## src/rtl/sd_fifo_pkg.sv

```systemverilog
// Shared helpers for the sd_fifo family: pointer arithmetic for occupancy and
// full/empty detection. Pointers are passed zero-extended to PtrMaxW bits so
// one set of functions serves every depth; callers size-cast the results.
package sd_fifo_pkg;

  localparam int unsigned PtrMaxW = 32;

  typedef logic [PtrMaxW-1:0] ptr_t;

  // Occupancy from wrap-bit pointers; masking to asz+1 bits gives the
  // modulo-2*depth difference.
  function automatic ptr_t ptr_usage(ptr_t wr, ptr_t rd, int unsigned asz);
    ptr_t mask;
    mask = (ptr_t'(1) << (asz + 1)) - ptr_t'(1);
    return (wr - rd) & mask;
  endfunction

  // Pointers identical, including the wrap bit.
  function automatic logic ptr_empty(ptr_t wr, ptr_t rd);
    return wr == rd;
  endfunction

  // Index bits equal and only the wrap bit differs.
  function automatic logic ptr_full(ptr_t wr, ptr_t rd, int unsigned asz);
    return (wr ^ rd) == (ptr_t'(1) << asz);
  endfunction

endpackage

```

## src/rtl/sd_fifo_hwm.sv

```systemverilog
// High-water mark register for sd_fifo_count: tracks the peak registered
// occupancy since reset; a clear pulse reloads it with the current occupancy.
module sd_fifo_hwm #(
  parameter int unsigned asz = 3
) (
  input  logic         clk,
  input  logic         reset,
  input  logic         hwm_clr_i,
  input  logic [asz:0] usage_i,
  output logic [asz:0] hwm_o
);

  logic [asz:0] hwm_q, hwm_d;

  // Next peak: clear wins, otherwise keep the larger of peak and occupancy.
  always_comb begin
    hwm_d = hwm_q;
    if (hwm_clr_i) begin
      hwm_d = usage_i;
    end else if (usage_i > hwm_q) begin
      hwm_d = usage_i;
    end
  end

  // Peak register, cleared by asynchronous reset.
  always_ff @(posedge clk or posedge reset) begin
    if (reset) begin
      hwm_q <= '0;
    end else begin
      hwm_q <= hwm_d;
    end
  end

  assign hwm_o = hwm_q;

endmodule

```

## src/rtl/sd_fifo_count.sv

```systemverilog
// srdy/drdy FIFO with registered occupancy output. State lives entirely in
// the wrap-bit read/write pointers; no bypass path from c_ to p_.
// Optional feature: define SD_FIFO_COUNT_HWM_EN to add the hwm/hwm_clr
// high-water mark ports.
module sd_fifo_count
  import sd_fifo_pkg::*;
#(
  parameter int unsigned width = 8,
  parameter int unsigned depth = 8,
  localparam int unsigned asz = $clog2(depth)
) (
  input  logic             clk,
  input  logic             reset,
  input  logic             c_srdy,
  output logic             c_drdy,
  input  logic [width-1:0] c_data,
  output logic             p_srdy,
  input  logic             p_drdy,
  output logic [width-1:0] p_data,
  output logic [asz:0]     usage
`ifdef SD_FIFO_COUNT_HWM_EN
  ,
  input  logic             hwm_clr,
  output logic [asz:0]     hwm
`endif
);

  localparam int unsigned PtrW = asz + 1;

  logic [width-1:0] mem_q [depth];
  logic [asz:0]     wrptr_q, wrptr_d;
  logic [asz:0]     rdptr_q, rdptr_d;
  logic [asz:0]     usage_q, usage_d;
  logic             full, empty;
  logic             wr_en, rd_en;

  assign full  = ptr_full(ptr_t'(wrptr_q), ptr_t'(rdptr_q), asz);
  assign empty = ptr_empty(ptr_t'(wrptr_q), ptr_t'(rdptr_q));

  // Handshakes depend only on registered pointers, so there is no
  // combinational path p_drdy->c_drdy or c_srdy->p_srdy.
  assign c_drdy = ~full;
  assign p_srdy = ~empty;
  assign wr_en  = c_srdy & ~full;
  assign rd_en  = p_drdy & ~empty;

  // Pointer advance and occupancy computed from the next-state pointers.
  always_comb begin
    wrptr_d = wrptr_q + {{asz{1'b0}}, wr_en};
    rdptr_d = rdptr_q + {{asz{1'b0}}, rd_en};
    usage_d = PtrW'(ptr_usage(ptr_t'(wrptr_d), ptr_t'(rdptr_d), asz));
  end

  // Pointer and occupancy registers; reset discards all stored words.
  always_ff @(posedge clk or posedge reset) begin
    if (reset) begin
      wrptr_q <= '0;
      rdptr_q <= '0;
      usage_q <= '0;
    end else begin
      wrptr_q <= wrptr_d;
      rdptr_q <= rdptr_d;
      usage_q <= usage_d;
    end
  end

  // Storage array; contents are not reset, validity comes from the pointers.
  always_ff @(posedge clk) begin
    if (wr_en) begin
      mem_q[wrptr_q[asz-1:0]] <= c_data;
    end
  end

  assign p_data = mem_q[rdptr_q[asz-1:0]];
  assign usage  = usage_q;

`ifdef SD_FIFO_COUNT_HWM_EN
  sd_fifo_hwm #(
    .asz (asz)
  ) u_hwm (
    .clk       (clk),
    .reset     (reset),
    .hwm_clr_i (hwm_clr),
    .usage_i   (usage_q),
    .hwm_o     (hwm)
  );
`endif

endmodule

```

## config.mk

```make
export PLATFORM = sky130hd
export DESIGN_NAME = sd_fifo_count
export DESIGN_NICKNAME = d
export VERILOG_FILES = /design/src/rtl/sd_fifo_pkg.sv /design/src/rtl/sd_fifo_hwm.sv /design/src/rtl/sd_fifo_count.sv
export SDC_FILE = /design/constraint.sdc
export NUM_CORES = 1
export LEC_CHECK = 0
export ABC_AREA = 0
export ABC_CLOCK_PERIOD_IN_PS = 2400
export CAP_MARGIN = 20
export CORE_ASPECT_RATIO = 2
export CORE_MARGIN = 2
export CORE_UTILIZATION = 50
export DETAILED_ROUTE_END_ITERATION = 16
export PLACE_DENSITY_LB_ADDON = 0.12
export SLEW_MARGIN = 25
export SYNTH_ARGS = -nofsm -noshare
export SYNTH_HDL_FRONTEND = slang
export SYNTH_HIERARCHICAL = 1
export SYNTH_SLANG_ARGS = --single-unit
```

## constraint.sdc

```tcl
create_clock -name clk -period 2.4 [get_ports clk]
set_clock_uncertainty 0.1 [all_clocks]
set_input_delay 0.6 -clock clk [delete_from_list [all_inputs] [get_ports clk]]
set_output_delay 0.6 -clock clk [all_outputs]
set_load 0.02 [all_outputs]
```

==> run metrics <==
outcome finished, violations left; failing checks setup timing; Die Ht 116 um; crit-path cells buf_16 -> buf_6 -> mux4_2 -> mux2_4 -> buf_6; first-iteration detailed-routing DRC count 62; synth unique cells 25; Port Buf Inserts 25; Cells after Synth 156; Die X-Extent between 60 and 70 um; Longest Clk Path Bufs 2; syn nets 176; Mean Syn Cell Area between 20 and 25 um^2; clock sink count 76; CP Data Required Time 1700 ps; CP peak stage delay 470 ps; H-tree depth 3; vias in the first global route approximately 1600; Critical Path Fanout Max 8; Core Region between 6000 and 7000 um^2; number of synthesized flops with an enable pin 64; R2R depth 11; min-delay worst type flop to flop; final WL ~5700 um; CP Depth 5; synthesis-to-layout area growth 30.9%; total track usage a little under a fifth; Vias 1589; post-layout min period about 2600 ps; Leak about 1.5 nW; fmax around 380 MHz; Die ar. approximately 7000 um^2; Sw Pwr ~1.9 mW; Tightest Pin Transition 479 ps; Ys Warns 6; CP Capture Point p_data[0]; Worst Path Arrival approximately 1900 ps; ys flop type edfxtp_1; Layout Nets 236; most frequent cells in the layout edfxtp_1 (64), buf_4 (27), clkdlybuf4s50_1 (15); async set-reset flop share out of synthesis 15.8%; Yosys reg bits between 70 and 80; Max VDD drop ~0.9 mV; Final Setup Violations 11; Final WS setup -218 ps; DRC viols 0; FF-to-FF Start rdptr_q[0]$_DFF_PP0_; Num CTS Buffers 9; ANT nets after route 0; setup_tns -1980 ps; switch share 31.9%; Worst Path Class, Setup flop to primary output; startpoint type of the worst setup path flop; Row Count 41; WP buf/inv 3; Slowest cell on crit path mux4_2; ratio of cells with drive above 1 in the final layout a little over two fifths; GRT overflow 0; Critical R2R Capture usage[3]$_DFF_PP0_; unrepaired setup endpoints after global routing true; crit path from rdptr_q[0]$_DFF_PP0_; flop2flop setup slack -150 ps; Post-CTS Hold Fix Bufs 0; CTS tree built; routed length per instance 18.6 um; Pwr Density 1460 nW/um^2; number of max-cap violations 0; sequential share of power 31.5%; Rel. slew slack 68.0%; initial antenna violation count 0; Vias/cell 5.18; final core occ approximately two thirds; Hold Path Depth 1; DRT Pass-1 Iters 4; initial core utilization approximately half; Ports 26; Final Hold Fails 0; crit-path most repeated cell buf_6; sequential share of the synthesized area between 70% and 80%; most common cell after layout, fill and taps aside edfxtp_1; P_int 4.09 mW; # diodes 0; Setup crit end kind primary output; pin count of the biggest net entering global routing 17; combinational fraction of design power 48.6%; worst-skew pair later-pin latency 330 ps; GP Congestion 0.734; HPWL Detailed 3470 um; Clk pwr share between 10% and 20%; synthesized area 3150 um^2; Max Slew Vio Count 0; first-pass GRT wire length 8950 um; Worst-path clk slew 60 ps; Root Buffer clkbuf_16; kind of cell adding the most delay to the critical path multiplexers; fin crit share 109%
power groups by stage:
stage          Clock, mW  Sequential (mW)  Combinational, mW
2_1_floorplan          0             1.90               1.59
4_1_cts             1.23             1.88               2.82
3_5_place_dp           0             1.88               2.55
3_3_place_gp           0             1.87               2.52
6_report            1.20             1.89               2.92
5_1_grt             1.29             1.91               3.20
metrics by stage:
stage | setup WS (ps) | power [mW] | cell area (um^2) | cells | hold slack (ps)
3_3_place_gp | -260 | 4.39 | 3740 | 285 | 416
6_report | -218 | 6.00 | 4130 | 307 | 441
2_1_floorplan | -200 | 3.49 | 3230 | 156 | 365
5_1_grt | -289 | 6.40 | 4130 | 307 | 459
3_5_place_dp | -263 | 4.43 | 3740 | 285 | 434
4_1_cts | -241 | 5.93 | 4050 | 304 | 446
final cells by class:
type | instances | area [um^2]
Sequential cell | 76 | 2220
Fill cell | 416 | 2080
Multi-Input combinational cell | 66 | 976
Timing Repair Buffer | 55 | 520
Clock buffer | 10 | 229
Tap cell | 86 | 108
Clock inverter | 6 | 40.0
Inverter | 8 | 30.0
cells in the mapped netlist (3+ instances only):
master    number  area, um^2
edfxtp_1      64        1920
mux4_1        15         394
dfrtp_1       12         300
inv_1          8        30.0
mux2_2         8        90.1
nor2_1         8        30.0
xnor2_1        8        70.1
ha_1           7        87.6
buf_2          4        20.0
nand3_1        3        15.0
kinds of logic (layout without fill, tap and decap cells):
family,after synthesis,in the layout,share of synthesized area (%)
flops,76,76,70.5
mux,24,24,16.1
simple gates,21,21,3.49
buf+inv,14,79,2.58
xor+xnor,11,11,3.53
fa+ha+maj,8,8,3.41
compound gates,2,2,0.397
what timing repair did:
action | 4_1_cts | 5_1_grt
gates cloned | 1 | 0
pin swaps | 1 | 6
endpoints found under the setup margin | 12 | 13
buffers inserted | 2 | 4
gates resized for setup | 79 | 7
worst min-delay path by stage:
| stage | from | endpoint | slack, ps |
|---|---|---|---|
| 5_1_grt | wrptr_q[3]$_DFF_PP0_ | wrptr_q[3]$_DFF_PP0_ | 460 |
| 3_5_place_dp | wrptr_q[3]$_DFF_PP0_ | wrptr_q[3]$_DFF_PP0_ | 430 |
| 2_1_floorplan | reset | rdptr_q[0]$_DFF_PP0_ | 360 |
| 3_3_place_gp | wrptr_q[3]$_DFF_PP0_ | wrptr_q[3]$_DFF_PP0_ | 420 |
| 4_1_cts | wrptr_q[3]$_DFF_PP0_ | wrptr_q[3]$_DFF_PP0_ | 450 |
| 6_report | wrptr_q[3]$_DFF_PP0_ | wrptr_q[3]$_DFF_PP0_ | 440 |
per-layer routing:
layer	vias to the layer above	part of all wire, %	track usage, %
met1	814	42	25.6
met4	0	3.2	10.1
met2	35	51	27.3
li1	724	-	-
met3	16	4.0	6.53
met5	-	0	0
state kept, by name, summed over array words and instances, names as in the netlist:
signal	count
mem_q	64
rdptr_q	4
usage	4
wrptr_q	4
worst register-to-register path, stage by stage, from the launching register on:
cell      delay [ps]
dfrtp_2          470
buf_4            160
buf_6            120
xnor2_4          130
nand4b_1         150
and2_4           210
ha_4             170
xnor2_4          200
ha_4             220
a21o_1           170
a21oi_2          120
xor3_1           210
No activity file was read; power rests on OpenSTA's default activity.
